$ cat src/rtl/mult_div_unit.sv
// mult_div_unit: iterative radix-2 multiply/divide unit with HI/LO result registers.
// Latency: WIDTH+1 edges from accept to done (1 edge for divide by zero). Does not
// queue: start is ignored while busy. A start presented in the done cycle is accepted.
//
// Ports:
//   Clock, reset        - clock and synchronous active-high reset
//   start, op, a, b     - operation request (op: 00 MULT, 01 MULTU, 10 DIV, 11 DIVU)
//   hi_wr, lo_wr, wdata - direct HI/LO writes, honoured only in IDLE without start
//   hi, lo              - registered HI/LO results
//   busy, done          - operation in flight / one-cycle result-write pulse
//   div_zero            - the last completed operation was a divide by zero
module mult_div_unit #(
  parameter int WIDTH = 32
) (
  input  logic             Clock,
  input  logic             reset,
  input  logic             start,
  input  logic [1:0]       op,
  input  logic [WIDTH-1:0] a,
  input  logic [WIDTH-1:0] b,
  input  logic             hi_wr,
  input  logic             lo_wr,
  input  logic [WIDTH-1:0] wdata,
  output logic [WIDTH-1:0] hi,
  output logic [WIDTH-1:0] lo,
  output logic             busy,
  output logic             done,
  output logic             div_zero
);

  localparam int CW = $clog2(WIDTH + 1);

  typedef enum logic [1:0] {IDLE = 2'd0, CALC = 2'd1, FIX = 2'd2} state_t;

  state_t state, state_nxt;

  logic [CW-1:0]    cnt;
  logic             is_div;
  logic             neg_q;   // product / quotient must be negated
  logic             neg_r;   // remainder takes the sign of a
  logic             bz;      // divide by zero captured at accept
  logic [WIDTH-1:0] mag_b;
  logic [WIDTH-1:0] acc;     // product high half / partial remainder
  logic [WIDTH-1:0] sh;      // product low half / multiplier / quotient bits

  // Operand conditioning at accept time. Only the signed ops (op[0]==0) take
  // magnitudes; the most negative value maps onto itself, which is the correct
  // unsigned magnitude.
  logic             sgn_in;
  logic             a_neg, b_neg, b_zero;
  logic [WIDTH-1:0] a_mag, b_mag;

  always_comb begin
    sgn_in = ~op[0];
    a_neg  = sgn_in & a[WIDTH-1];
    b_neg  = sgn_in & b[WIDTH-1];
    b_zero = (b == '0);
    a_mag  = a_neg ? (~a + 1'b1) : a;
    b_mag  = b_neg ? (~b + 1'b1) : b;
  end

  // One iteration of each algorithm.
  logic [WIDTH:0]     mul_sum;
  logic [WIDTH:0]     div_sh;
  logic [WIDTH:0]     div_diff;
  logic               div_ge;
  logic [2*WIDTH-1:0] prod, prod_fix;
  logic [WIDTH-1:0]   quot_fix, rem_fix;

  always_comb begin
    // Multiply: add multiplicand into the high half when the current
    // multiplier bit is set, then shift {carry, acc, sh} right by one.
    mul_sum  = {1'b0, acc} + (sh[0] ? {1'b0, mag_b} : {(WIDTH+1){1'b0}});
    // Restoring divide: bring the next dividend bit into the remainder and
    // keep the subtraction only when it does not underflow.
    div_sh   = {acc, sh[WIDTH-1]};
    div_diff = div_sh - {1'b0, mag_b};
    div_ge   = ~div_diff[WIDTH];
    prod     = {acc, sh};
    prod_fix = neg_q ? (~prod + 1'b1) : prod;
    quot_fix = neg_q ? (~sh + 1'b1) : sh;
    rem_fix  = neg_r ? (~acc + 1'b1) : acc;
  end

  // State register.
  always_ff @(posedge Clock) begin
    if (reset) state <= IDLE;
    else       state <= state_nxt;
  end

  // Next-state logic.
  always_comb begin
    state_nxt = state;
    case (state)
      IDLE: if (start) state_nxt = (op[1] && b_zero) ? FIX : CALC;
      CALC: if (cnt == CW'(1)) state_nxt = FIX;
      FIX:  state_nxt = IDLE;
      default: state_nxt = IDLE;
    endcase
  end

  // FSM outputs.
  always_comb begin
    busy = (state == CALC) || (state == FIX);
  end

  // Datapath and result registers.
  always_ff @(posedge Clock) begin
    if (reset) begin
      hi       <= '0;
      lo       <= '0;
      done     <= 1'b0;
      div_zero <= 1'b0;
      cnt      <= '0;
      is_div   <= 1'b0;
      neg_q    <= 1'b0;
      neg_r    <= 1'b0;
      bz       <= 1'b0;
      mag_b    <= '0;
      acc      <= '0;
      sh       <= '0;
    end else begin
      done <= 1'b0;
      case (state)
        IDLE: begin
          if (start) begin
            is_div <= op[1];
            neg_q  <= a_neg ^ b_neg;
            neg_r  <= a_neg;
            bz     <= op[1] & b_zero;
            mag_b  <= b_mag;
            acc    <= '0;
            // Divide by zero skips CALC; keep the raw dividend for hi.
            sh     <= (op[1] && b_zero) ? a : a_mag;
            cnt    <= CW'(WIDTH);
          end else begin
            if (hi_wr) hi <= wdata;
            if (lo_wr) lo <= wdata;
          end
        end
        CALC: begin
          cnt <= cnt - 1'b1;
          if (is_div) begin
            acc <= div_ge ? div_diff[WIDTH-1:0] : div_sh[WIDTH-1:0];
            sh  <= {sh[WIDTH-2:0], div_ge};
          end else begin
            acc <= mul_sum[WIDTH:1];
            sh  <= {mul_sum[0], sh[WIDTH-1:1]};
          end
        end
        FIX: begin
          done     <= 1'b1;
          div_zero <= bz;
          if (bz) begin
            hi <= sh;
            lo <= '1;
          end else if (is_div) begin
            hi <= rem_fix;
            lo <= quot_fix;
          end else begin
            {hi, lo} <= prod_fix;
          end
        end
        default: ;
      endcase
    end
  end

endmodule
$ cat config.mk
export PLATFORM = sky130hd
export DESIGN_NAME = mult_div_unit
export DESIGN_NICKNAME = d
export VERILOG_FILES = /design/src/rtl/mult_div_unit.sv
export SDC_FILE = /design/constraint.sdc
export NUM_CORES = 1
export LEC_CHECK = 0
export BUFFER_PORTS_ARGS = -buffer_cell sky130_fd_sc_hd__buf_2
export CAP_MARGIN = 20
export CORE_MARGIN = 4
export CORE_UTILIZATION = 40
export DETAILED_ROUTE_END_ITERATION = 10
export GPL_ROUTABILITY_DRIVEN = 0
export PLACE_DENSITY = 0.68
export SYNTH_ARGS = -nofsm -noshare
export SYNTH_HDL_FRONTEND = slang
export SYNTH_SLANG_ARGS = --single-unit
$ cat constraint.sdc
create_clock -name Clock -period 4 [get_ports Clock]
set_clock_uncertainty 0.2 [all_clocks]
set_input_delay 0.4 -clock Clock [delete_from_list [all_inputs] [get_ports Clock]]
set_output_delay 0.4 -clock Clock [all_outputs]
set_load 0.02 [all_outputs]
==> summary.txt <==
Status
  – Status: completed

GRT
  – Grt ovf: 0
  – Initial antenna violation count: 0
  – GR Util met3: ~3.8%
  – Largest net degree at the start of global routing: 79
  – Vias in the first global route: about 15,000
  – GR Util met2: between 30 and 40%
  – Total track usage: 24.8%
  – Met1 Resource Use GR: roughly a third
  – First-pass GRT wire length: 78,900 µm
  – Most Crowded Layer GR: met2

Detailed routing
  – Routed WL: 51,400 µm
  – DR vias: ~16,000
  – Average vias per placed instance: 6.10
  – DRC errors left: 0
  – Iteration-0 DRC Markers: between 1,500 and 2,000
  – Detail Route Antenna Nets: 0
  – Drt pass-1 iters: 7
  – Drt wl/cell: approximately 20 µm

CTS
  – Clk sinks: 174
  – Clock slew at reported path FFs: 80 ps
  – Max H-tree Level: 4
  – Root Driver: clkbuf_16
  – TritonCTS clock tree: yes
  – CTS max path bufs: 2
  – Later-pin clock latency in the skew report: roughly 460 ps
  – Total CTS buffers: 17

Worst setup path
  – CP Cell Sequence: inv_1, nor2_1, ha_1, a21o_1, a31o_2, or2_2, o21ai_0, a211oi_1, or3_1, nand4_1, mux2_2, o211ai_1
  – Worst Setup End Kind: flip-flop
  – Worst reg2reg path startpoint: sh[0]
  – Arr. time, crit path: between 4000 and 5000 ps
  – Crit path required time: ~4200 ps
  – CP startpoint: sh[0]
  – Crit path largest cell delay: around 540 ps
  – CP Buf/Inv Count: 1
  – Cell family with most CP delay: compound AO/OA/AOI/OAI gates
  – CP Class: flip-flop to flip-flop
  – Critical path peak fanout: 12
  – Critical-path top delay cell: o21ai_0
  – Crit start category: flip-flop

Power and ir drop
  – Power Density: 369 nW/µm²
  – P_leak: between 0.006 and 0.007 µW
  – Worst IR drop on VDD: roughly 0.35 mV

Placed design
  – Count of input and output buffers: roughly 170
  – Post-DP HPWL: 39,500 µm

Worst hold path
  – Worst min-delay path class: input port to flip-flop
  – Worst Hold Launch: b[1]

Synth
  – Synth warn: 0
  – Mapped cell area: between 10,000 and 15,000 µm²
  – Post-Syn Nets: between 2,000 and 2,500
  – Avg Inst Size Synth: around 7.3 µm²
  – Synth Instances: 1,989
  – FF+latch count, synth: ~170
  – Sequential-to-total area share from yosys stat: between 20% and 30%
  – Post-synth EDFFs: 0
  – Ys async rst share: 0%
  – Synth cell types: between 70 and 80
  – Ys flop type: dfxtp_1

Finish
  – Most common cell after layout, fill and taps aside: nor2_1
  – Most frequent cells in the layout: 236 x nor2_1, 197 x nand2_1, 173 x dfxtp_1
  – Share of cells above drive strength 1: between 10 and 15%
  – Ant diodes: 0
  – Area Overhead vs Synth: 13.9%
  – Final net count: around 2,300

STA
  – Relative slew slack: between 30% and 40%
  – Fmax: about 0.26 GHz
  – RSZ-0062 raised after global routing: false
  – Fin. max-slew vios: 0
  – Worst-margin pin slew: about 950 ps
  – Min Hold Slack: around 40 ps
  – Fin Setup TNS: 0 ps
  – Final period util: a little over nine tenths
  – Min cycle time layout: ~3800 ps
  – Final Hold Viols: 0
  – # setup viols final: 0

Flow run
  – Max-Cap Viols: 0

Floorplanning
  – # rows: 69
  – Core Box Area: 35,700 µm²
  – Initial Util: between 40 and 50%
  – I/O pins: 170
  – Die H: slightly below 200 µm
  – Die boundary width: around 200 µm
  – Total die area: 39,500 µm²
-- stage by stage --
| stage | cells | utilization (%) | setup slack (ps) | cell area [µm²] | power (µW) |
|---|---|---|---|---|---|
| floorplan | 1989 | - | 415 | 14500 | 3680 |
| global placement | 2544 | 44.7 | 368 | 16000 | 4360 |
| detailed placement | 2544 | 44.7 | 297 | 16000 | 4390 |
| global route | 2576 | 46.4 | 62.4 | 16600 | 6400 |
| finish | 2576 | 46.4 | 157 | 16600 | 6110 |
| CTS | 2575 | 46.3 | 214 | 16600 | 6050 |
-- where the power goes --
| group | internal [µW] | switching, µW |
|---|---|---|
| clock | 827 | 855 |
| sequential | 1930 | 213 |
| combinational | 835 | 1450 |
| total | 3590 | 2520 |
-- worst reg2reg max path, cell delays in order, from the launching register on --
cell      delay [ps]
dfxtp_1          340
inv_1            320
nor2_1            90
ha_1             360
a21o_1           190
a31o_2           230
or2_2            280
o21ai_0          540
a211oi_1         210
or3_1            430
nand4_1          120
mux2_2           330
o211ai_1         140
-- repair_timing --
action | 4_1_cts | 5_1_grt
hold buffers | 0 | 0
gates resized for setup | 0 | 1
setup endpoints to repair | 0 | 2
setup buffers | 0 | 0
-- cell usage after synthesis (15+ instances only) --
cell type  instances  area, µm²
a211oi_1          71        533
a21o_1            31        233
a21oi_1          171        856
a22oi_1           18        135
a311oi_1          15        131
clkbuf_1         124        465
dfxtp_1          174       3480
ha_1              73        913
inv_1             59        221
mux2i_1           43        430
nand2_1          197        739
nand2b_1          32        200
nand3_1           21        105
nor2_1           237        890
nor2b_1           22        138
nor3_1            61        305
nor4_1            21        131
o211ai_1          38        285
o21ai_0          120        601
o31ai_1           28        210
or3_1             19        119
or4_1             21        158
xnor2_1           93        815
xor2_1            75        657
-- final timing paths --
check                           cells past startpoint  slack (ps)        to
worst max-delay path                               12         160   acc[30]
worst max register to register                     12         160   acc[30]
worst min-delay path                                3          40  mag_b[1]
worst min register to register                      2         260     lo[0]
-- registers in the layout, summed over array words and instances, names as in the netlist --
| name | count |
|---|---|
| div_zero | 1 |
| is_div | 1 |
| bz | 1 |
| cnt | 6 |
| neg_r | 1 |
| acc | 32 |
| state | 2 |
| done | 1 |
| neg_q | 1 |
| hi | 32 |
| sh | 32 |
| mag_b | 32 |
| lo | 32 |
-- cell type report --
| cell class | count | area, µm² |
|---|---|---|
| flip-flops and latches | 174 | 3480 |
| multi-input cells | 1612 | 10300 |
| clock buffers | 17 | 425 |
| well taps | 461 | 577 |
| clock inverters | 14 | 145 |
| fillers | 3588 | 19200 |
| inverters | 60 | 225 |
| repair buffers | 238 | 1400 |
-- metal layers --
metal / up-vias / part of all wire [%]
li1: 7459 / -
met1: 7202 / 43
met2: 925 / 43
met3: 133 / 9.9
met4: 0 / 3.6
met5: - / 0
-- cells by family after synthesis --
logic type / after synthesis / synth area share, %
buffers and inverters: 203 / 5.37
multiplexers: 53 / 3.73
flip-flops: 174 / 23.9
AND/OR/NAND/NOR: 691 / 22.2
AO/OA/AOI/OAI: 625 / 28.1
adder cells (fa/ha/maj): 75 / 6.55
XOR/XNOR: 168 / 10.1
(Power assumes the default switching activity.)
